==> src/rtl/mod_mult_arbiter.sv <==
// Round-robin arbiter sharing one pipelined modular multiplier between NB_REQ
// requesters. A tag FIFO remembers who issued each operation so results are
// returned to their owner in issue order.

package mod_mult_pkg;
  // Flavours of the shared modular multiplier; UNKNOWN marks an unconfigured build.
  typedef enum logic [1:0] {
    MOD_MULT_UNKNOWN    = 2'd0,
    MOD_MULT_GOLDILOCKS = 2'd1,
    MOD_MULT_SOLINAS    = 2'd2,
    MOD_MULT_MONTGOMERY = 2'd3
  } mod_mult_type_e;
endpackage

module mod_mult_arbiter
  import mod_mult_pkg::*;
#(
  parameter int unsigned    NB_REQ        = 4,
  parameter int unsigned    MOD_W         = 64,
  parameter mod_mult_type_e MOD_MULT_TYPE = MOD_MULT_GOLDILOCKS,
  parameter int unsigned    TAG_DEPTH     = 8
) (
  input  logic                            clk,
  input  logic                            a_rst_n,
  input  logic [NB_REQ-1:0]               req_vld,
  output logic [NB_REQ-1:0]               req_rdy,
  input  logic [NB_REQ*MOD_W-1:0]         req_a,
  input  logic [NB_REQ*MOD_W-1:0]         req_b,
  output logic [MOD_W-1:0]                mult_a,
  output logic [MOD_W-1:0]                mult_b,
  output logic                            mult_avail,
  input  logic [MOD_W-1:0]                mult_z,
  input  logic                            mult_z_avail,
  output logic [MOD_W-1:0]                rsp_z,
  output logic [NB_REQ-1:0]               rsp_avail,
  output logic [$clog2(TAG_DEPTH+1)-1:0]  in_flight,
  output logic                            error_underflow
);

  localparam int unsigned IDX_W = $clog2(NB_REQ);
  localparam int unsigned PTR_W = $clog2(TAG_DEPTH);
  localparam int unsigned CNT_W = $clog2(TAG_DEPTH + 1);
  localparam logic [CNT_W-1:0] FULL_CNT = CNT_W'(TAG_DEPTH);

  // Reject configurations the datapath cannot support.
  if (MOD_MULT_TYPE == MOD_MULT_UNKNOWN) begin : g_chk_type
    $fatal(1, "mod_mult_arbiter: MOD_MULT_TYPE must name an attached multiplier");
  end
  if ((NB_REQ < 2) || (NB_REQ > 16)) begin : g_chk_nb_req
    $fatal(1, "mod_mult_arbiter: NB_REQ must be in 2..16");
  end
  if ((TAG_DEPTH < 2) || ((TAG_DEPTH & (TAG_DEPTH - 1)) != 0)) begin : g_chk_depth
    $fatal(1, "mod_mult_arbiter: TAG_DEPTH must be a power of 2, at least 2");
  end

  // Arbitration state and issue-side signals.
  logic [IDX_W-1:0] last_gnt;
  logic [IDX_W-1:0] gnt_idx;
  logic [IDX_W-1:0] cand;
  logic             gnt_found;
  logic             fifo_full;
  logic             push;
  logic [MOD_W-1:0] gnt_a;
  logic [MOD_W-1:0] gnt_b;

  // Tag FIFO and return-side signals.
  logic [IDX_W-1:0] tag_mem [TAG_DEPTH];
  logic [PTR_W-1:0] wr_ptr;
  logic [PTR_W-1:0] rd_ptr;
  logic [IDX_W-1:0] head_tag;
  logic             pop;
  logic             underflow;
  logic [NB_REQ-1:0] rsp_hit;

  // Round-robin search starting just after the last granted requester.
  always_comb begin
    gnt_idx   = last_gnt;
    gnt_found = 1'b0;
    cand      = '0;
    for (int k = 1; k <= int'(NB_REQ); k++) begin
      cand = IDX_W'((32'(last_gnt) + 32'(k)) % NB_REQ);
      if (!gnt_found && req_vld[cand]) begin
        gnt_found = 1'b1;
        gnt_idx   = cand;
      end
    end
  end

  // Full is judged on the registered count, so a same-cycle pop frees nothing.
  always_comb begin
    fifo_full = (in_flight >= FULL_CNT);
    push      = a_rst_n & gnt_found & ~fifo_full;
  end

  // One-hot grant; held at zero while reset is asserted.
  always_comb begin
    req_rdy = '0;
    if (push) begin
      req_rdy[gnt_idx] = 1'b1;
    end
  end

  // Select the granted requester's operand slices.
  always_comb begin
    gnt_a = '0;
    gnt_b = '0;
    for (int i = 0; i < int'(NB_REQ); i++) begin
      if (IDX_W'(i) == gnt_idx) begin
        gnt_a = req_a[i*MOD_W +: MOD_W];
        gnt_b = req_b[i*MOD_W +: MOD_W];
      end
    end
  end

  // Result classification and one-hot decode of the FIFO head tag.
  always_comb begin
    head_tag  = tag_mem[rd_ptr];
    pop       = mult_z_avail & (in_flight != '0);
    underflow = mult_z_avail & (in_flight == '0);
    rsp_hit   = '0;
    for (int i = 0; i < int'(NB_REQ); i++) begin
      rsp_hit[i] = pop & (head_tag == IDX_W'(i));
    end
  end

  // Issue stage: remember the winner and register its operands.
  always_ff @(posedge clk or negedge a_rst_n) begin
    if (!a_rst_n) begin
      last_gnt   <= IDX_W'(NB_REQ - 1);
      mult_a     <= '0;
      mult_b     <= '0;
      mult_avail <= 1'b0;
    end else begin
      mult_avail <= push;
      if (push) begin
        last_gnt <= gnt_idx;
        mult_a   <= gnt_a;
        mult_b   <= gnt_b;
      end
    end
  end

  // Tag FIFO storage, pointers and occupancy count.
  always_ff @(posedge clk or negedge a_rst_n) begin
    if (!a_rst_n) begin
      for (int i = 0; i < int'(TAG_DEPTH); i++) begin
        tag_mem[i] <= '0;
      end
      wr_ptr    <= '0;
      rd_ptr    <= '0;
      in_flight <= '0;
    end else begin
      if (push) begin
        tag_mem[wr_ptr] <= gnt_idx;
        wr_ptr          <= wr_ptr + PTR_W'(1);
      end
      if (pop) begin
        rd_ptr <= rd_ptr + PTR_W'(1);
      end
      unique case ({push, pop})
        2'b10:   in_flight <= in_flight + CNT_W'(1);
        2'b01:   in_flight <= in_flight - CNT_W'(1);
        default: in_flight <= in_flight;
      endcase
    end
  end

  // Return stage: route the result to its owner, flag orphan results.
  always_ff @(posedge clk or negedge a_rst_n) begin
    if (!a_rst_n) begin
      rsp_z           <= '0;
      rsp_avail       <= '0;
      error_underflow <= 1'b0;
    end else begin
      rsp_avail <= rsp_hit;
      if (pop) begin
        rsp_z <= mult_z;
      end
      if (underflow) begin
        error_underflow <= 1'b1;
      end
    end
  end

endmodule

==> config.mk <==
export PLATFORM = sky130hd
export DESIGN_NAME = mod_mult_arbiter
export DESIGN_NICKNAME = d
export VERILOG_FILES = /design/src/rtl/mod_mult_arbiter.sv
export SDC_FILE = /design/constraint.sdc
export NUM_CORES = 1
export LEC_CHECK = 0
export ABC_CLOCK_PERIOD_IN_PS = 4800
export BUFFER_PORTS_ARGS = -buffer_cell sky130_fd_sc_hd__buf_2
export CAP_MARGIN = 30
export CORE_AREA = 4 4 303 305
export DETAILED_ROUTE_END_ITERATION = 10
export DIE_AREA = 0 0 307 309
export PLACE_DENSITY = 0.32
export SLEW_MARGIN = 15
export SYNTH_ARGS = -nofsm -noshare
export SYNTH_HDL_FRONTEND = slang
export SYNTH_SLANG_ARGS = --single-unit
==> constraint.sdc <==
create_clock -name clk -period 4.8 [get_ports clk]
set_clock_uncertainty 0.1 [all_clocks]
set_input_delay 0.24 -clock clk [delete_from_list [all_inputs] [get_ports clk]]
set_output_delay 0.24 -clock clk [all_outputs]
set_load 0.01 [all_outputs]
==> metrics <==
sequential-to-total area share from yosys stat 47.9%; final net count approximately 3,000; Die Ht between 300 and 400 µm; die area around 0.095 mm²; RSZ-0062 raised after global routing false; Clock Latency Late Sink roughly 540 ps; Root Driver clkbuf_16; Crit path arrival time approximately 4200 ps; fin. max-slew vios 0; H-tree levels 2; synthesized flop and latch total 226; EDFF count, synth 0; total gr overflow 0; CTS max path bufs 3; pin count of the biggest net entering global routing 95; critical path's largest stage delay around 620 ps; Vias/cell between 4 and 5; CP Launch Point last_gnt[0]$_DFFE_PN1P_; vias in the first global route 16,400; post-synthesis net count between 1,500 and 2,000; CP required 5170 ps; crit-path cells nor2b_1 > or3_1 > nand2_2 > buf_4 > a221oi_1 > dlygate4sd3_1 > a31oi_1 > dlygate4sd3_1; worst slew pin tran a little over 900 ps; Mapped Cells approximately 1,300; count of input and output buffers between 700 and 800; Synth async-reset ratio 100%; Top FF cell, synth dfrtp_1; Syn-to-layout area delta 83.4%; critical path type reg -> reg; Setup crit start kind register; hold_sp req_a[82]; synth warn 0; clock-pin slew on the worst setup and hold paths about 60 ps; DR vias about 15,000; RD Place Congestion around 0.9; kind of cell adding the most delay to the critical path buffers and inverters; Leak 10.1 nW; DR WL/cell between 20 and 25 µm; power per cell area 574 mW/mm²; outcome finished clean; core footprint approximately 0.089 mm²; drt first pass iters 6; Syn Area/Cell roughly 9.0 µm²; gr usage total approximately 15%; worst reg2reg startpoint last_gnt[0]$_DFFE_PN1P_; Total Wirelength about 75,000 µm; fin crit period roughly 3800 ps; synthesized area about 0.012 mm²; worst vdd ir roughly 270 µV; Worst Path Buf+Inv 3; Chip Width 307 µm; CP Capture Type register; share of post-route cells with drive strength above 1 approximately 39%; fmax between 200 and 300 MHz; Filler Cells Inserted 9,865; Routed Antenna Nets 0; worst hold slack between 60 and 70 ps; max-cap violation count 0; antenna violations before repair 28; Synth cell types between 50 and 60; setup violators final 0; Hold Crit Class in -> reg; most frequent CP cell dlygate4sd3_1; Initial DRC Count about 960; Slew headroom between 30% and 40%; Final Hold Fails 0; CP Max Fanout 47; first-pass GRT wire length about 110,000 µm; Post CTS Setup Buffer Count 0; drc violations 0; CTS tree built; Cell Rows 110; # clock sinks around 230; setup TNS 0 ps; post-detail-place hpwl roughly 55,000 µm; period utilisation layout around 79%; slowest stage cell, crit path buf_4; TritonCTS buffer count 34; Ports 789; Starting Density 13.2%
## placed cells by master, fill, tap and decap left out, types with 3 or more instances in the layout
cell type / instances
a21oi_1: 27
a21oi_2: 11
a221oi_1: 63
a22oi_1: 46
a31oi_1: 62
buf_12: 6
buf_2: 787
buf_4: 29
bufinv_16: 3
clkbuf_1: 6
clkbuf_16: 35
clkbuf_8: 8
clkinv_2: 3
dfrtp_1: 224
diode_2: 25
dlygate4sd3_1: 338
ha_1: 5
inv_1: 5
mux2_2: 13
mux2i_1: 13
mux4_2: 4
nand2_1: 226
nand3_1: 126
nor2_1: 77
nor2b_1: 3
nor3_1: 76
nor4b_1: 4
o21ai_0: 42
o21ai_1: 17
o21bai_1: 10
o22ai_1: 20
o311ai_1: 5
o31ai_1: 31
o41ai_1: 11
o41ai_2: 9
or3_1: 6
xnor2_1: 7
## sequential cells by signal (all words and copies together) (netlist names)
signal	count
mult_a	64
mult_b	64
rsp_z	64
tag_mem	16
in_flight	4
rsp_avail	4
rd_ptr	3
wr_ptr	3
last_gnt	2
error_underflow	1
mult_avail	1
## synth_stat cells, types with 17 or more instances
master / instances / area [µm²]
nand2_1: 227 / 852
dfrtp_1: 224 / 5610
nand3_1: 126 / 631
nor2_1: 78 / 293
nor3_1: 76 / 380
buf_2: 67 / 335
a221oi_1: 63 / 552
a31oi_1: 62 / 388
clkbuf_1: 55 / 206
a22oi_1: 46 / 345
o21ai_0: 42 / 210
o31ai_1: 31 / 233
a21oi_1: 28 / 140
o22ai_1: 20 / 125
o21ai_1: 17 / 85.1
## logic make-up (layout without fill, tap and decap cells)
| kind of cell | Yosys count | after routing | share of synthesized area [%] |
|---|---|---|---|
| AOI/OAI and AO/OA | 360 | 360 | 21.9 |
| and+or+nand+nor | 539 | 539 | 20.3 |
| muxes | 30 | 30 | 3.11 |
| adders and majority gates | 5 | 5 | 0.530 |
| buffers and inverters | 141 | 1231 | 5.61 |
| DFF | 226 | 226 | 47.9 |
| xor gates and xnor gates | 9 | 9 | 0.668 |
| other | 0 | 25 | 0 |
## area by class of cell
| cell class | instances | area [µm²] | share of cell area, % |
|---|---|---|---|
| repair buffers | 1165 | 7770 | 35.9 |
| flip-flops and latches | 226 | 5660 | 26.1 |
| multi-input cells | 943 | 5520 | 25.5 |
| well taps | 1176 | 1470 | 6.80 |
| clock buffers | 48 | 983 | 4.54 |
| clock inverters | 11 | 155 | 0.717 |
| diodes | 25 | 62.6 | 0.289 |
| inverters | 7 | 26.3 | 0.121 |
## per-layer routing
layer,up-vias,global-route usage [%],wire length (µm)
li1,6985,-,-
met1,7474,18.0,30200
met2,652,25.4,36800
met3,123,4.00,5390
met4,8,5.36,2230
met5,-,0,55
## worst reg2reg max path: cells and delay by family (launching register included)
family | cells | cell delay (ps)
buffers and inverters | 3 | 1790
DFF | 1 | 590
and+or+nand+nor | 3 | 920
AOI/OAI and AO/OA | 2 | 330
## metrics by stage
stage / setup WS, ps / instances / total power [mW] / util (%) / cell area [µm²]
global placement: 1760 / 3173 / 8.67 / 18.9 / 16900
finish: 991 / 3601 / 12.4 / 24.2 / 21600
floorplan: 2200 / 1310 / 6.30 / - / 11800
CTS: 915 / 3574 / 12.6 / 24.1 / 21500
global route: 745 / 3596 / 13.3 / 24.2 / 21600
detailed placement: 1820 / 3177 / 8.75 / 19.0 / 17000
## path summary, 6_finish.rpt
| path | end | slack, ps | cells after the start |
|---|---|---|---|
| min reg2reg | rsp_z[58]$_DFFE_PN0P_ | 370 | 2 |
| max reg2reg | mult_b[8]$_DFFE_PN0P_ | 990 | 8 |
| min in group asynchronous | rsp_z[37]$_DFFE_PN0P_ | 70 | 2 |
| max | mult_b[8]$_DFFE_PN0P_ | 990 | 8 |
| max in group asynchronous | rsp_z[15]$_DFFE_PN0P_ | 2940 | 5 |
| min | mult_a[18]$_DFFE_PN0P_ | 60 | 3 |
## power breakdown
group | switching [mW] | internal, mW
registers | 0.565 | 2.71
clock network | 1.05 | 1.59
logic | 3.58 | 2.92
## what timing repair did
action                                  4_1_cts  5_1_grt
resized for setup                             0        0
hold buffers                                338        0
endpoints found under the hold margin       251        0
endpoints found under the setup margin        0        0
No activity file was read; power rests on OpenSTA's default activity.
